### src/rtl/rect_draw_ctrl.sv
// Rectangle-render controller: operator enters X, Y, W, H with `enable`, then `draw`
// raster-scans the rectangle, emitting registered plot requests with edge clipping.
module rect_draw_ctrl #(
  parameter int X_W      = 8,
  parameter int Y_W      = 7,
  parameter int COLOR_W  = 3,
  parameter int SCREEN_W = 160,
  parameter int SCREEN_H = 120
) (
  input  logic               clk,
  input  logic               reset,
  input  logic               enable,
  input  logic               draw,
  input  logic [X_W-1:0]     data_in,
  input  logic [COLOR_W-1:0] color_in,
  input  logic               outline,
  output logic               plot,
  output logic [X_W-1:0]     plot_x,
  output logic [Y_W-1:0]     plot_y,
  output logic [COLOR_W-1:0] plot_color,
  output logic               busy,
  output logic               done
);

  typedef enum logic [3:0] {
    S_LOAD_X    = 4'd0,
    S_WAIT_X    = 4'd1,
    S_LOAD_Y    = 4'd2,
    S_WAIT_Y    = 4'd3,
    S_LOAD_W    = 4'd4,
    S_WAIT_W    = 4'd5,
    S_LOAD_H    = 4'd6,
    S_WAIT_H    = 4'd7,
    S_WAIT_DRAW = 4'd8,
    S_DRAW      = 4'd9,
    S_DONE      = 4'd10
  } state_t;

  localparam logic [X_W:0] SCR_W = (X_W+1)'(SCREEN_W);
  localparam logic [Y_W:0] SCR_H = (Y_W+1)'(SCREEN_H);

  state_t             state_q;
  logic [X_W-1:0]     x_q, w_q, cx_q;
  logic [Y_W-1:0]     y_q, h_q, cy_q;
  logic [COLOR_W-1:0] color_q;
  logic               outline_q;
  logic               plot_q;
  logic [X_W-1:0]     plot_x_q;
  logic [Y_W-1:0]     plot_y_q;
  logic [COLOR_W-1:0] plot_color_q;

  // One extra bit on each sum so off-screen pixels never wrap back on-screen.
  logic [X_W:0] pix_x_d;
  logic [Y_W:0] pix_y_d;
  logic         last_col_d, last_row_d, edge_d, plot_d;

  assign pix_x_d    = {1'b0, x_q} + {1'b0, cx_q};
  assign pix_y_d    = {1'b0, y_q} + {1'b0, cy_q};
  assign last_col_d = (cx_q == w_q - X_W'(1));
  assign last_row_d = (cy_q == h_q - Y_W'(1));
  assign edge_d     = (cx_q == '0) || last_col_d || (cy_q == '0) || last_row_d;
  assign plot_d     = (pix_x_d < SCR_W) && (pix_y_d < SCR_H) && (!outline_q || edge_d);

  always_ff @(posedge clk) begin
    if (reset) begin
      state_q      <= S_LOAD_X;
      x_q          <= '0;
      y_q          <= '0;
      w_q          <= '0;
      h_q          <= '0;
      cx_q         <= '0;
      cy_q         <= '0;
      color_q      <= '0;
      outline_q    <= 1'b0;
      plot_q       <= 1'b0;
      plot_x_q     <= '0;
      plot_y_q     <= '0;
      plot_color_q <= '0;
    end else begin
      plot_q <= 1'b0;
      case (state_q)
        S_LOAD_X: begin
          x_q <= data_in;
          if (enable) state_q <= S_WAIT_X;
        end
        S_WAIT_X: if (!enable) state_q <= S_LOAD_Y;
        S_LOAD_Y: begin
          y_q <= data_in[Y_W-1:0];
          if (enable) state_q <= S_WAIT_Y;
        end
        S_WAIT_Y: if (!enable) state_q <= S_LOAD_W;
        S_LOAD_W: begin
          w_q <= data_in;
          if (enable) state_q <= S_WAIT_W;
        end
        S_WAIT_W: if (!enable) state_q <= S_LOAD_H;
        S_LOAD_H: begin
          h_q <= data_in[Y_W-1:0];
          if (enable) state_q <= S_WAIT_H;
        end
        S_WAIT_H: if (!enable) state_q <= S_WAIT_DRAW;
        S_WAIT_DRAW: begin
          if (draw) begin
            color_q   <= color_in;
            outline_q <= outline;
            cx_q      <= '0;
            cy_q      <= '0;
            state_q   <= (w_q != '0 && h_q != '0) ? S_DRAW : S_DONE;
          end
        end
        S_DRAW: begin
          // Every visit costs a cycle; clipped/interior pixels just drop the strobe.
          plot_q       <= plot_d;
          plot_x_q     <= pix_x_d[X_W-1:0];
          plot_y_q     <= pix_y_d[Y_W-1:0];
          plot_color_q <= color_q;
          if (last_col_d) begin
            cx_q <= '0;
            if (last_row_d) state_q <= S_DONE;
            else            cy_q    <= cy_q + Y_W'(1);
          end else begin
            cx_q <= cx_q + X_W'(1);
          end
        end
        S_DONE:  state_q <= S_LOAD_X;
        default: state_q <= S_LOAD_X;
      endcase
    end
  end

  assign plot       = plot_q;
  assign plot_x     = plot_x_q;
  assign plot_y     = plot_y_q;
  assign plot_color = plot_color_q;
  assign busy       = (state_q == S_DRAW);
  assign done       = (state_q == S_DONE);

endmodule

### config.mk
export PLATFORM = sky130hd
export DESIGN_NAME = rect_draw_ctrl
export DESIGN_NICKNAME = d
export VERILOG_FILES = /design/src/rtl/rect_draw_ctrl.sv
export SDC_FILE = /design/constraint.sdc
export NUM_CORES = 1
export LEC_CHECK = 0
export ABC_CLOCK_PERIOD_IN_PS = 3500
export CORE_ASPECT_RATIO = 0.9
export CORE_MARGIN = 2
export CORE_UTILIZATION = 54
export CTS_CLUSTER_DIAMETER = 120
export DETAILED_ROUTE_END_ITERATION = 8
export PLACE_DENSITY = 0.75
export SLEW_MARGIN = 20
export SYNTH_ARGS = -nofsm -noshare
export SYNTH_HDL_FRONTEND = slang
export SYNTH_SLANG_ARGS = --single-unit
### constraint.sdc
create_clock -name clk -period 3.5 [get_ports clk]
set_clock_uncertainty 0.15 [all_clocks]
set_input_delay 0.525 -clock clk [delete_from_list [all_inputs] [get_ports clk]]
set_output_delay 0.525 -clock clk [all_outputs]
set_load 0.01 [all_outputs]
After elaboration in Yosys (flattened, before gate mapping)

Index checks and enable logic that the tools add are counted.

Register bits after elaboration: 72
Latch bits: 0
Bits in writable memories: 0
Bits in read-only memories: 0
Bits of input ports: 16
Output and inout bits: 21
Word-level logic and storage cells: 85
Memories kept: 0

Add/sub/neg operators: 6
$mul: 0
Divide/modulo/power cells: 0
Order comparisons: 2
Eq/ne operators: 24
Shift operators: 0
Muxes and demuxes: 20
Bitwise logic cells: 1
Reductions and logical operators: 19

Operator list:

| kind                                                                  | number |
|---|---|
| 4-bit 2-to-1 mux                                                      | 11 |
| 4-bit one-hot mux with 10 select lines                                | 1 |
| 7-bit 2-to-1 mux                                                      | 3 |
| 2-bit != test (second input constant)                                 | 10 |
| 4-bit by 3-bit == test with 1-bit output (second input constant)      | 4 |
| 8-bit 2-to-1 mux                                                      | 2 |
| 8-bit one-hot mux with 2 select lines                                 | 1 |
| 7-bit one-hot mux with 2 select lines                                 | 1 |
| 4-bit == test (second input constant)                                 | 3 |
| 11-bit AND reduction                                                  | 1 |
| 8-bit by 8-bit adder with 9-bit output                                | 1 |
| 9-bit by 8-bit < comparator with 1-bit output (second input constant) | 1 |
| 7-bit by 7-bit adder with 8-bit output                                | 1 |
| 8-bit by 1-bit adder with 8-bit output (second input constant)        | 1 |
| 4-bit by 2-bit == test with 1-bit output (second input constant)      | 2 |
| 8-bit == test                                                         | 1 |
| 8-bit logical NOT                                                     | 1 |
| 8-bit by 7-bit < comparator with 1-bit output (second input constant) | 1 |
| 8-bit nonzero test                                                    | 1 |
| 8-bit by 1-bit subtractor with 8-bit output (second input constant)   | 1 |
| 7-bit by 1-bit adder with 7-bit output (second input constant)        | 1 |
| 7-bit == test                                                         | 1 |
| 7-bit logical NOT                                                     | 1 |
| 7-bit nonzero test                                                    | 1 |
| 13 further kinds                                                      | 20 |

Longest topological paths before layout

Gate-level depths: netlist of run 1.

Depth after elaboration: 7
Gate-level depth with buffers: 10
Gate-level depth less buffers: 10

Least setup slack after synthesis of run 1

Ideal clock, no wire load.

Path type: register -> register
From: reg h_q[0]
To: reg cy_q[1]
Setup time: 0.117 ns
Data arrival time: 2.233 ns
Data required time: 3.233 ns
Setup slack: 1.000 ns
Stages on the path, launching flop included: 10
Path buffers: 0
Clock period less this slack: 2.500 ns
Path through: dfxtp_1 -> inv_1 -> ha_1 -> xor2_1 -> o211ai_1 -> or4b_1 -> o41a_1 -> nand2_4 -> mux2i_1 -> nor2_1

Word-level cells in the longest chain between the ends: 4

Ends and longest elaborated chain:

| what                                        | RTL line | RTL |
|---|---|---|
| from (decl)                                 | 44       | `logic [Y_W-1:0] y_q, h_q, cy_q;` |
| from (signal assigned)                      | 98       | `h_q <= data_in[Y_W-1:0];` |
| 7-bit by 1-bit subtractor with 7-bit output | 60       | `assign last_row_d = (cy_q == h_q - Y_W'(1));` |
| 7-bit == test                               | 60       |  |
| 2-bit != test (no line)                     | n/a      |  |
| 4-bit AND reduction (no line)               | n/a      |  |
| to (signal assigned)                        | 120      | `else cy_q <= cy_q + Y_W'(1);` |
| to (decl)                                   | 44       |  |

No other way between the ends.
A chain may end at the register's enable or synchronous reset.

Final worst setup path of run 1

From: reg state_q[2]
To: out busy

Word-level cells in the longest chain between the ends: 1

Ends and longest elaborated chain:

| what                   | RTL line | RTL |
|---|---|---|
| from (decl)            | 42       | `state_t state_q;` |
| from (signal assigned) | 108      | `state_q <= (w_q != '0 && h_q != '0) ? S_DRAW : S_DONE;` |
| 4-bit == test          | 135      | `assign busy = (state_q == S_DRAW);` |
| to (decl)              | 21       | `output logic busy,` |

No other way between the ends.

==> results of run 1 <==
==> synthesized netlist by cell type, types with 2 or more instances <==
master	instances
a21o_1	7
o211ai_1	4
o211a_1	2
and3_2	3
and3_1	6
mux2i_1	12
clkbuf_1	15
nand4_1	2
and2_1	3
nor3b_1	2
nor3_1	10
and4_1	2
inv_1	20
nor4_1	6
a31oi_1	3
nand2_1	85
a211oi_1	6
nand2b_1	3
fa_1	2
xnor2_1	13
a21oi_1	53
nor2_1	46
xor2_1	16
nand3_1	14
dfxtp_1	72
o21ai_0	15
nand3b_1	2
buf_2	2
a21boi_0	2
or4_1	2
o22ai_1	2
nor2b_1	4
o21ai_1	2
o21a_1	2
ha_1	23
==> stage by stage <==
stage	area, µm²	cells	hold slack [ns]	utilization, %	power (µW)
6_report	4610	617	0.308	65.5	1810
5_1_grt	4610	617	0.324	65.5	1870
4_1_cts	4610	617	0.310	65.5	1820
3_5_place_dp	4360	601	0.299	61.9	989
3_3_place_gp	4360	601	0.295	61.9	988
2_1_floorplan	3940	487	0.282	-	940
==> layer usage <==
layer / part of all wire, % / up-vias
met5: 0 / -
met4: 1.8 / 0
met3: 4.9 / 19
met2: 49 / 76
met1: 45 / 1647
li1: - / 1748
==> area by class of cell <==
class | count | area, µm²
Timing Repair Buffer | 41 | 393
Inverter | 20 | 75.1
Tap cell | 93 | 116
Sequential cell | 72 | 1440
Clock buffer | 12 | 155
Clock inverter | 4 | 98.8
Fill cell | 626 | 2430
Multi-Input combinational cell | 375 | 2330
==> state kept, by name, summed over array words and instances (netlist names), 3 cells and up <==
| name | cells |
|---|---|
| cx_q | 8 |
| plot_x | 8 |
| w_q | 8 |
| x_q | 8 |
| cy_q | 7 |
| h_q | 7 |
| plot_y | 7 |
| y_q | 7 |
| state_q | 4 |
| color_q | 3 |
| plot_color | 3 |
==> cells by family (layout without fill, tap and decap cells) <==
kind of cell | after synthesis | after routing | synth area share, %
muxes | 12 | 12 | 3.05
xor gates and xnor gates | 29 | 29 | 6.45
buffers and inverters | 40 | 77 | 4.16
and+or+nand+nor | 202 | 202 | 24.5
adders and majority gates | 25 | 25 | 8.33
AOI/OAI and AO/OA | 107 | 107 | 16.8
DFF | 72 | 72 | 36.6
==> power by group through the flow <==
stage / registers (µW) / logic [µW] / clock network [µW]
after floorplan: 860 / 79.4 / 0
after global placement: 865 / 122 / 0
after detailed placement: 866 / 124 / 0
after CTS: 847 / 125 / 849
after global routing: 849 / 140 / 884
final: 847 / 125 / 837
==> worst max-delay path, delay by kind of cell (launching register included) <==
family	cells	cell delay, ns
buffers and inverters	3	0.86
flip-flops	1	0.43
AND/OR/NAND/NOR	2	0.50
==> final timing paths <==
kind | startpoint | endpoint | slack (ns)
setup / recovery | state_q[2] | busy | 0.68
hold / removal | plot_y[6] | plot_y[6] | 0.31
setup reg to reg | h_q[0] | cy_q[1] | 0.79
hold reg to reg | plot_y[6] | plot_y[6] | 0.31
==> reports/metrics.csv, run 1 <==
metric,value,unit
Final min period,2.82,ns
count of pins over their slew limit,0,
critical path capture point type,output port,
setup bufs post-CTS,0,
Yosys top cell area share,36.6,%
Max Fclk,354,MHz
core area,7040,µm²
Iter 0 DRT Violations,236,
max-cap viol count,0,
Area growth syn-to-layout,17.1,%
part of the power in the clock network,46.3,%
first-pass GRT wire length,16400,µm
Leak,0.00186,µW
clock root cell,clkbuf_8,
Chip Height,85.0,µm
Mean Syn Cell Area,8.08,µm²
met1 track demand over resource,33.2,%
Syn Inst Count,487,
CP required,2.82,ns
"Seq/Total Area, Yosys",36.6,%
port bufs,36,
worst-margin pin slew,0.748,ns
YS warnings,0,
Die ar.,7990,µm²
HP Class,reg2reg,
Net Switching,410,µW
Post-synth top flop,dfxtp_1,
total track usage,25.8,%
hold depth,2,
Die X,94.0,µm
Netlist Area Pre-Place,3940,µm²
worst-path fanout max,23,
sequential power share,46.8,%
Synth async-reset ratio,0,%
PnR worst setup slack,0.676,ns
Top Ports,37,
Pint,1400,µW
post-synth top area cell,dfxtp_1,
CTS tree,done,
"most common cell after layout, fill and taps aside",nand2_1,
grt met2 use,42.5,%
clock-pin slew on the worst setup and hold paths,0.07,ns
WL per Instance,15.3,µm
Clock Latency Late Sink,0.36,ns
outcome,"complete, no violations",
Critical Setup Path Class,reg2out,
via/cell ratio,5.66,
HPWL Detailed,6730,µm
initial antenna violation count,0,
Combinational Power Share,6.9,%
distinct cell type count after synthesis,59,
net count after synthesis,528,
arrival time at the worst endpoint,2.15,ns
Critical Path Max Stage Delay,0.54,ns
drt pass-1 iters,4,
Starting Density,55.9,%
Detailed Route WL,9450,µm
post-cts resize count,0,
Max H-tree Level,3,
Inserted Clock Buffers,9,
largest net degree at the start of global routing,40,
pre-CTS WS,0.701,ns
Final Hold Fails,0,
most frequent cells in the layout,"85 x nand2_1, 72 x dfxtp_1, 53 x a21oi_1",
Post-synth EDFFs,0,
Routability Congestion,0.954,
final setup fails,0,
post-layout net count,560,
drc violations,0,
P per Cell Area,393,nW/µm²
fin crit share,80.7,%
#FFs+latches synth,72,
Final ANT Viol Nets,0,
maximum vdd drop,0.000226,V
Critical Path Source Type,flip-flop,
vias in the first global route,3451,
gr ovfl total,0,
total negative setup slack,0,ns
diodes inserted,0,
FP Rows,29,
ranking of synthesized cells by area,"dfxtp_1 37%, nand2_1 8.1%, ha_1 7.3%",
hold buffers post-CTS,0,
sw frac,22.7,%
RSZ-0062 raised after global routing,no,
Sink Count,72,
"critical path, cell by cell","nor2_1, nand3_1, buf_4, inv_1, clkdlybuf4s50_1",
CP max stage cell,clkdlybuf4s50_1,
CTS Buffer Depth,2,
slew margin rel.,50.1,%
R2R depth,9,
GR peak layer,met2,
vias after detailed routing,3490,
layout cells sized above 1,6.30,%
met3 usage,5.86,%
(Power assumes the default switching activity.)
==> inputs of run 2 (changes only) <==
Settings changed: ABC_CLOCK_PERIOD_IN_PS 3500 to 2600.
Clock period 3.5 ns to 2.6 ns, I/O delays scaled along.
==> run 2 against run 1 <==
Compared with the run above:
- hold slack got worse by 0.0034 ns
- sequential share of layout area decreased by 0.38 points
- flip-flop and latch count unchanged
- final area increased by 1.7%
- via count increased by 2.1%
- power increased by 23%
- die area unchanged
- core utilization increased by 1.1 points
- largest cell class unchanged
==> reports/metrics.csv, run 2 (same netlist as run 1, synthesis figures left out) <==
metric,value,unit,change
Net Switching,540,µW,was 410 µW
Critical Setup Path Class,reg2reg,,was reg2out
Area growth syn-to-layout,19.1,%,was 17.1%
first-pass GRT wire length,16200,µm,was 16400 µm
post-layout net count,572,,was 560
outcome,"complete, no violations",,unchanged
drc violations,0,,unchanged
post-route cell area,4690,µm²,was 4610 µm²
placed inst area,4440,µm²,was 4360 µm²
Inserted Clock Buffers,9,,unchanged
RSZ-0062 raised after global routing,yes,,was no
Die ar.,7990,µm²,unchanged
Top Ports,37,,unchanged
via/cell ratio,5.67,,was 5.66
Final ANT Viol Nets,0,,unchanged
gr ovfl total,0,,unchanged
CTS tree,done,,unchanged
max-cap viol count,0,,unchanged
diodes inserted,0,,unchanged
final total power,2230,µW,was 1810 µW
CTS Buffer Depth,2,,unchanged
largest net degree at the start of global routing,30,,was 40
Pint,1690,µW,was 1400 µW
Die X,94.0,µm,unchanged
reg2reg setup slack,0.12,ns,was 0.79 ns
CP max stage cell,fa_1,,was clkdlybuf4s50_1
Starting Density,55.9,%,unchanged
Iter 0 DRT Violations,197,,was 236
Combinational Power Share,7.7,%,was 6.9%
final setup fails,0,,unchanged
slew margin rel.,63.2,%,was 50.1%
"most common cell after layout, fill and taps aside",nand2_1,,unchanged
worst-margin pin slew,0.552,ns,was 0.748 ns
Clock Latency Late Sink,0.35,ns,was 0.36 ns
PnR worst setup slack,0.120,ns,was 0.676 ns
placed insts,612,,was 601
Critical Path Source Type,flip-flop,,unchanged
FP Rows,29,,unchanged
Critical Path Max Stage Delay,0.42,ns,was 0.54 ns
Final min period,2.48,ns,
Final Hold Fails,0,,unchanged
register area,1450,µm²,was 1440 µm²
count of pins over their slew limit,0,,unchanged
Max Fclk,403,MHz,
core area,7040,µm²,unchanged
drt pass-1 iters,6,,was 4
HP Class,reg2reg,,unchanged
fin crit share,95.4,%,
maximum vdd drop,0.000337,V,was 0.000226 V
Detailed Route WL,9770,µm,was 9450 µm
# fillers,637,,was 626
multi-input logic area,2370,µm²,was 2330 µm²
Sink Count,72,,unchanged
total track usage,25.8,%,about the same
Max H-tree Level,3,,unchanged
clock-pin slew on the worst setup and hold paths,0.07,ns,about the same
HPWL Detailed,7060,µm,was 6730 µm
CP required,2.71,ns,was 2.82 ns
layout cells sized above 1,10.6,%,was 6.30%
arrival time at the worst endpoint,2.59,ns,was 2.15 ns
vias after detailed routing,3565,,was 3490
Routability Congestion,0.901,,was 0.954
vias in the first global route,3409,,was 3451
initial antenna violation count,0,,unchanged
hold_ws,0.304,ns,was 0.308 ns
critical path capture point type,flip-flop,,was output port
"critical path, cell by cell","ha_1, fa_1, a21o_1, a21oi_2, nand2b_1, a21oi_1, o21ai_0, o2111ai_1, a211oi_1",,"was nor2_1, nand3_1, buf_4, inv_1, clkdlybuf4s50_1"
P per Cell Area,475,nW/µm²,was 393 nW/µm²
part of the power in the clock network,41.1,%,was 46.3%
WL per Instance,15.5,µm,was 15.3 µm
non-filler instance count after layout,629,,was 617
sw frac,24.2,%,was 22.7%
pre-CTS WS,-0.0252,ns,was 0.701 ns
sequential power share,51.2,%,was 46.8%
port bufs,36,,unchanged
worst-path fanout max,6,,was 23
Chip Height,85.0,µm,unchanged
most frequent cells in the layout,"85 x nand2_1, 67 x dfxtp_1, 52 x a21oi_1",,"was 85 x nand2_1, 72 x dfxtp_1, 53 x a21oi_1"
Leak,0.00192,µW,was 0.00186 µW
clock root cell,clkbuf_8,,unchanged
[run 2: cell count changes in the layout (fill, tap and decap cells not counted), moves of 2 or more]
cell and delta:
buf_4 +12, dfxtp_1 -5, bufinv_16 -2, clkinv_2 +2
dfxtp_2 +5, inv_1 -2, inv_2 +2
[run 2: through the flow]
stage          util [%]  TNS, ns
3_5_place_dp       63.0  -0.0442
2_1_floorplan         -        0
6_report           66.6        0
5_1_grt            66.6  -0.0804
4_1_cts            66.0        0
3_3_place_gp       63.0        0
[run 2: area by class of cell]
cell class	instances	area share (%)
Clock buffer	13	3.39
Clock inverter	3	0.854
Tap cell	93	2.48
Timing Repair Buffer	53	10.3
Multi-Input combinational cell	375	50.5
Inverter	20	1.60
Sequential cell	72	30.9
[run 2: worst max-delay path: cells and delay by family, from the launching register on]
kind	cells	cell delay, ns
AO/OA/AOI/OAI	6	1.03
adder cells (fa/ha/maj)	2	0.68
flip-flops	1	0.39
AND/OR/NAND/NOR	1	0.15
[run 2: final timing paths]
path / startpoint / endpoint / cells after the start
hold reg to reg: color_q[0] / plot_color[0] / 2
setup reg to reg: cx_q[0] / plot / 9
hold / removal: color_q[0] / plot_color[0] / 2
setup / recovery: cx_q[0] / plot / 9
[run 2: metal layers]
layer | share of wire, % | global-route usage, % | vias up
met5 | 0 | 0 | -
met4 | 1.7 | 7.91 | 0
met3 | 5.7 | 6.66 | 16
met2 | 50 | 44.0 | 90
met1 | 43 | 32.0 | 1685
li1 | - | - | 1774
[run 2: power by group through the flow]
stage               clock network, µW  logic (µW)  registers (µW)
finish                            915         171            1140
global route                      979         190            1140
CTS                               930         169            1140
detailed placement                  0         169            1170
global placement                    0         165            1170
floorplan                           0         107            1160
[run 2: repair_timing]
item | 4_1_cts | 5_1_grt
setup endpoints to repair | 4 | 13
hold buffers | 0 | 0
setup buffers | 1 | 0
resized for setup | 0 | 14
pin swaps | 1 | 8
gates cloned | 0 | 0
==> inputs of run 3 (changes only) <==
Settings changed: ABC_CLOCK_PERIOD_IN_PS 2600 to 2320, CTS_CLUSTER_SIZE from default to 24.
Clock period 2.6 ns to 2.32 ns, I/O delays scaled along.
==> run 3 against run 2 <==
Compared with the run above:
- the run now ends with setup timing left
- global-route usage is 0.92 points higher
- wire length up 3.5%
- final area rose by 4.0%
- critical endpoint is now cy_q[1]
- largest power group unchanged
==> reports/metrics.csv, run 3 (same netlist as run 1, synthesis figures left out) <==
metric,value,unit,change
Combinational Power Share,8.6,%,was 7.7%
Top Ports,37,,unchanged
Critical R2R Capture,cy_q[1],,was plot
drt pass-1 iters,4,,was 6
clock root cell,clkbuf_8,,unchanged
post-route cell area,4870,µm²,was 4690 µm²
min-delay src,reset,,was color_q[0]
CTS tree,done,,unchanged
vias after detailed routing,3694,,was 3565
maximum vdd drop,0.000411,V,was 0.000337 V
drc violations,0,,unchanged
Clock Latency Late Sink,0.34,ns,was 0.35 ns
Iter 0 DRT Violations,287,,was 197
sw frac,24.4,%,was 24.2%
layout cells sized above 1,16.1,%,was 10.6%
Max H-tree Level,3,,unchanged
FP Rows,29,,unchanged
Detailed Route WL,10100,µm,was 9770 µm
fin crit share,108,%,was 95.4%
worst-path fanout max,6,,unchanged
Final ANT Viol Nets,0,,unchanged
WL per Instance,15.5,µm,about the same
R2R depth,9,,unchanged
vias in the first global route,3586,,was 3409
post-layout net count,598,,was 572
Leak,0.00204,µW,was 0.00192 µW
Critical Path Source Type,flip-flop,,unchanged
max-cap viol count,0,,unchanged
placed inst area,4630,µm²,was 4440 µm²
HP Class,in2reg,,was reg2reg
failing checks,setup timing,,
Die ar.,7990,µm²,unchanged
"most common cell after layout, fill and taps aside",nand2_1,,unchanged
slew margin rel.,71.3,%,was 63.2%
first-pass GRT wire length,16700,µm,was 16200 µm
hold buffers post-CTS,0,,unchanged
Sink Count,72,,unchanged
Critical Setup Path Class,reg2reg,,unchanged
final setup fails,11,,was 0
critical path capture point type,flip-flop,,unchanged
PnR worst setup slack,-0.176,ns,was 0.120 ns
Final Hold Fails,0,,unchanged
arrival time at the worst endpoint,2.58,ns,was 2.59 ns
Area growth syn-to-layout,23.8,%,was 19.1%
largest net degree at the start of global routing,28,,was 30
P per Cell Area,481,nW/µm²,was 475 nW/µm²
Max Fclk,401,MHz,was 403 MHz
fin util,69.2,%,was 66.6%
via/cell ratio,5.67,,about the same
count of pins over their slew limit,0,,unchanged
hold depth,2,,unchanged
Starting Density,55.9,%,unchanged
Hold Path Sink,h_q[2],,was plot_color[0]
CTS Buffer Depth,2,,unchanged
reg2reg start,h_q[0],,was cx_q[0]
Net Switching,571,µW,was 540 µW
Chip Height,85.0,µm,unchanged
initial antenna violation count,0,,unchanged
clock-pin slew on the worst setup and hold paths,0.08,ns,was 0.07 ns
worst-margin pin slew,0.430,ns,was 0.552 ns
diodes inserted,0,,unchanged
RSZ-0062 raised after global routing,yes,,unchanged
Final min period,2.50,ns,was 2.48 ns
core area,7040,µm²,unchanged
Routability Congestion,0.935,,was 0.901
sequential power share,54.5,%,was 51.2%
# fillers,601,,was 637
Die X,94.0,µm,unchanged
gr ovfl total,0,,unchanged
Pint,1770,µW,was 1690 µW
port bufs,36,,unchanged
most frequent cells in the layout,"85 x nand2_1, 64 x dfxtp_1, 52 x a21oi_1",,"was 85 x nand2_1, 67 x dfxtp_1, 52 x a21oi_1"
outcome,"complete, but fails checks",,"was complete, no violations"
total track usage,26.7,%,was 25.8%
Inserted Clock Buffers,9,,unchanged
part of the power in the clock network,36.9,%,was 41.1%
CP required,2.40,ns,was 2.71 ns
reg2reg setup slack,-0.18,ns,was 0.12 ns
HPWL Detailed,7480,µm,was 7060 µm
==> run 3: changes by cell type in the layout (fill, tap and decap cells not counted), moves of 2 or more <==
cell	delta
buf_4	+24
buf_6	+2
dfxtp_1	-3
dfxtp_2	+3
inv_1	-3
inv_2	+2
o21ai_0	-2
o21ai_1	+2
==> run 3: power groups by stage <==
stage                     clock network [µW]  registers [µW]  logic, µW
after floorplan                            0            1300        120
after global placement                     0            1300        191
after detailed placement                   0            1310        195
after CTS                                876            1280        199
after global routing                     933            1280        221
final                                    864            1280        201
==> run 3: repair_timing <==
item | in CTS | in global routing
setup endpoints to repair | 14 | 19
buffers inserted | 3 | 0
gates resized for setup | 14 | 10
pin swaps | 9 | 6
==> run 3: layout make-up <==
| cell class | instances | area (µm²) | share of cell area, % |
|---|---|---|---|
| multi-input cells | 375 | 2380 | 48.9 |
| flip-flops and latches | 72 | 1450 | 29.8 |
| repair buffers | 79 | 684 | 14.0 |
| clock buffers | 12 | 155 | 3.18 |
| well taps | 93 | 116 | 2.39 |
| inverters | 20 | 77.6 | 1.59 |
| clock inverters | 1 | 5.00 | 0.103 |
==> run 3: worst max-delay path, cell delays in order (launching register included) <==
cell and delay [ns]:
dfxtp_2 0.34, inv_2 0.05, ha_4 0.26, xor2_1 0.15, o211ai_1 0.10, or4b_4 0.49
o41a_1 0.47, nand2_4 0.14, mux2i_1 0.19, nor2_1 0.06
==> run 3: worst max-delay path by stage <==
stage / end / slack (ns) / from / depth (start not counted)
global placement: cy_q[1] / -0.11 / h_q[1] / 9
detailed placement: cy_q[1] / -0.16 / h_q[1] / 9
CTS: cy_q[1] / -0.15 / h_q[0] / 9
floorplan: cy_q[1] / -0.05 / h_q[0] / 9
finish: cy_q[1] / -0.18 / h_q[0] / 9
global route: cy_q[1] / -0.26 / h_q[0] / 9
==> run 3: through the flow <==
stage / setup WS (ns) / std cells / TNS [ns] / hold WS, ns / power (µW)
2_1_floorplan: -0.0474 / 487 / -0.108 / 0.282 / 1420
3_3_place_gp: -0.113 / 636 / -0.617 / 0.289 / 1500
3_5_place_dp: -0.162 / 636 / -1.23 / 0.299 / 1500
4_1_cts: -0.152 / 652 / -0.887 / 0.245 / 2350
5_1_grt: -0.264 / 652 / -2.53 / 0.254 / 2430
6_report: -0.176 / 652 / -0.981 / 0.264 / 2340
==> run 3: per-layer routing <==
metal | up-vias | wire, µm | global-route usage [%]
met5 | - | 0 | 0
met4 | 0 | 208 | 8.30
met3 | 21 | 393 | 5.86
met2 | 94 | 5180 | 47.1
met1 | 1759 | 4330 | 32.4
li1 | 1820 | - | -
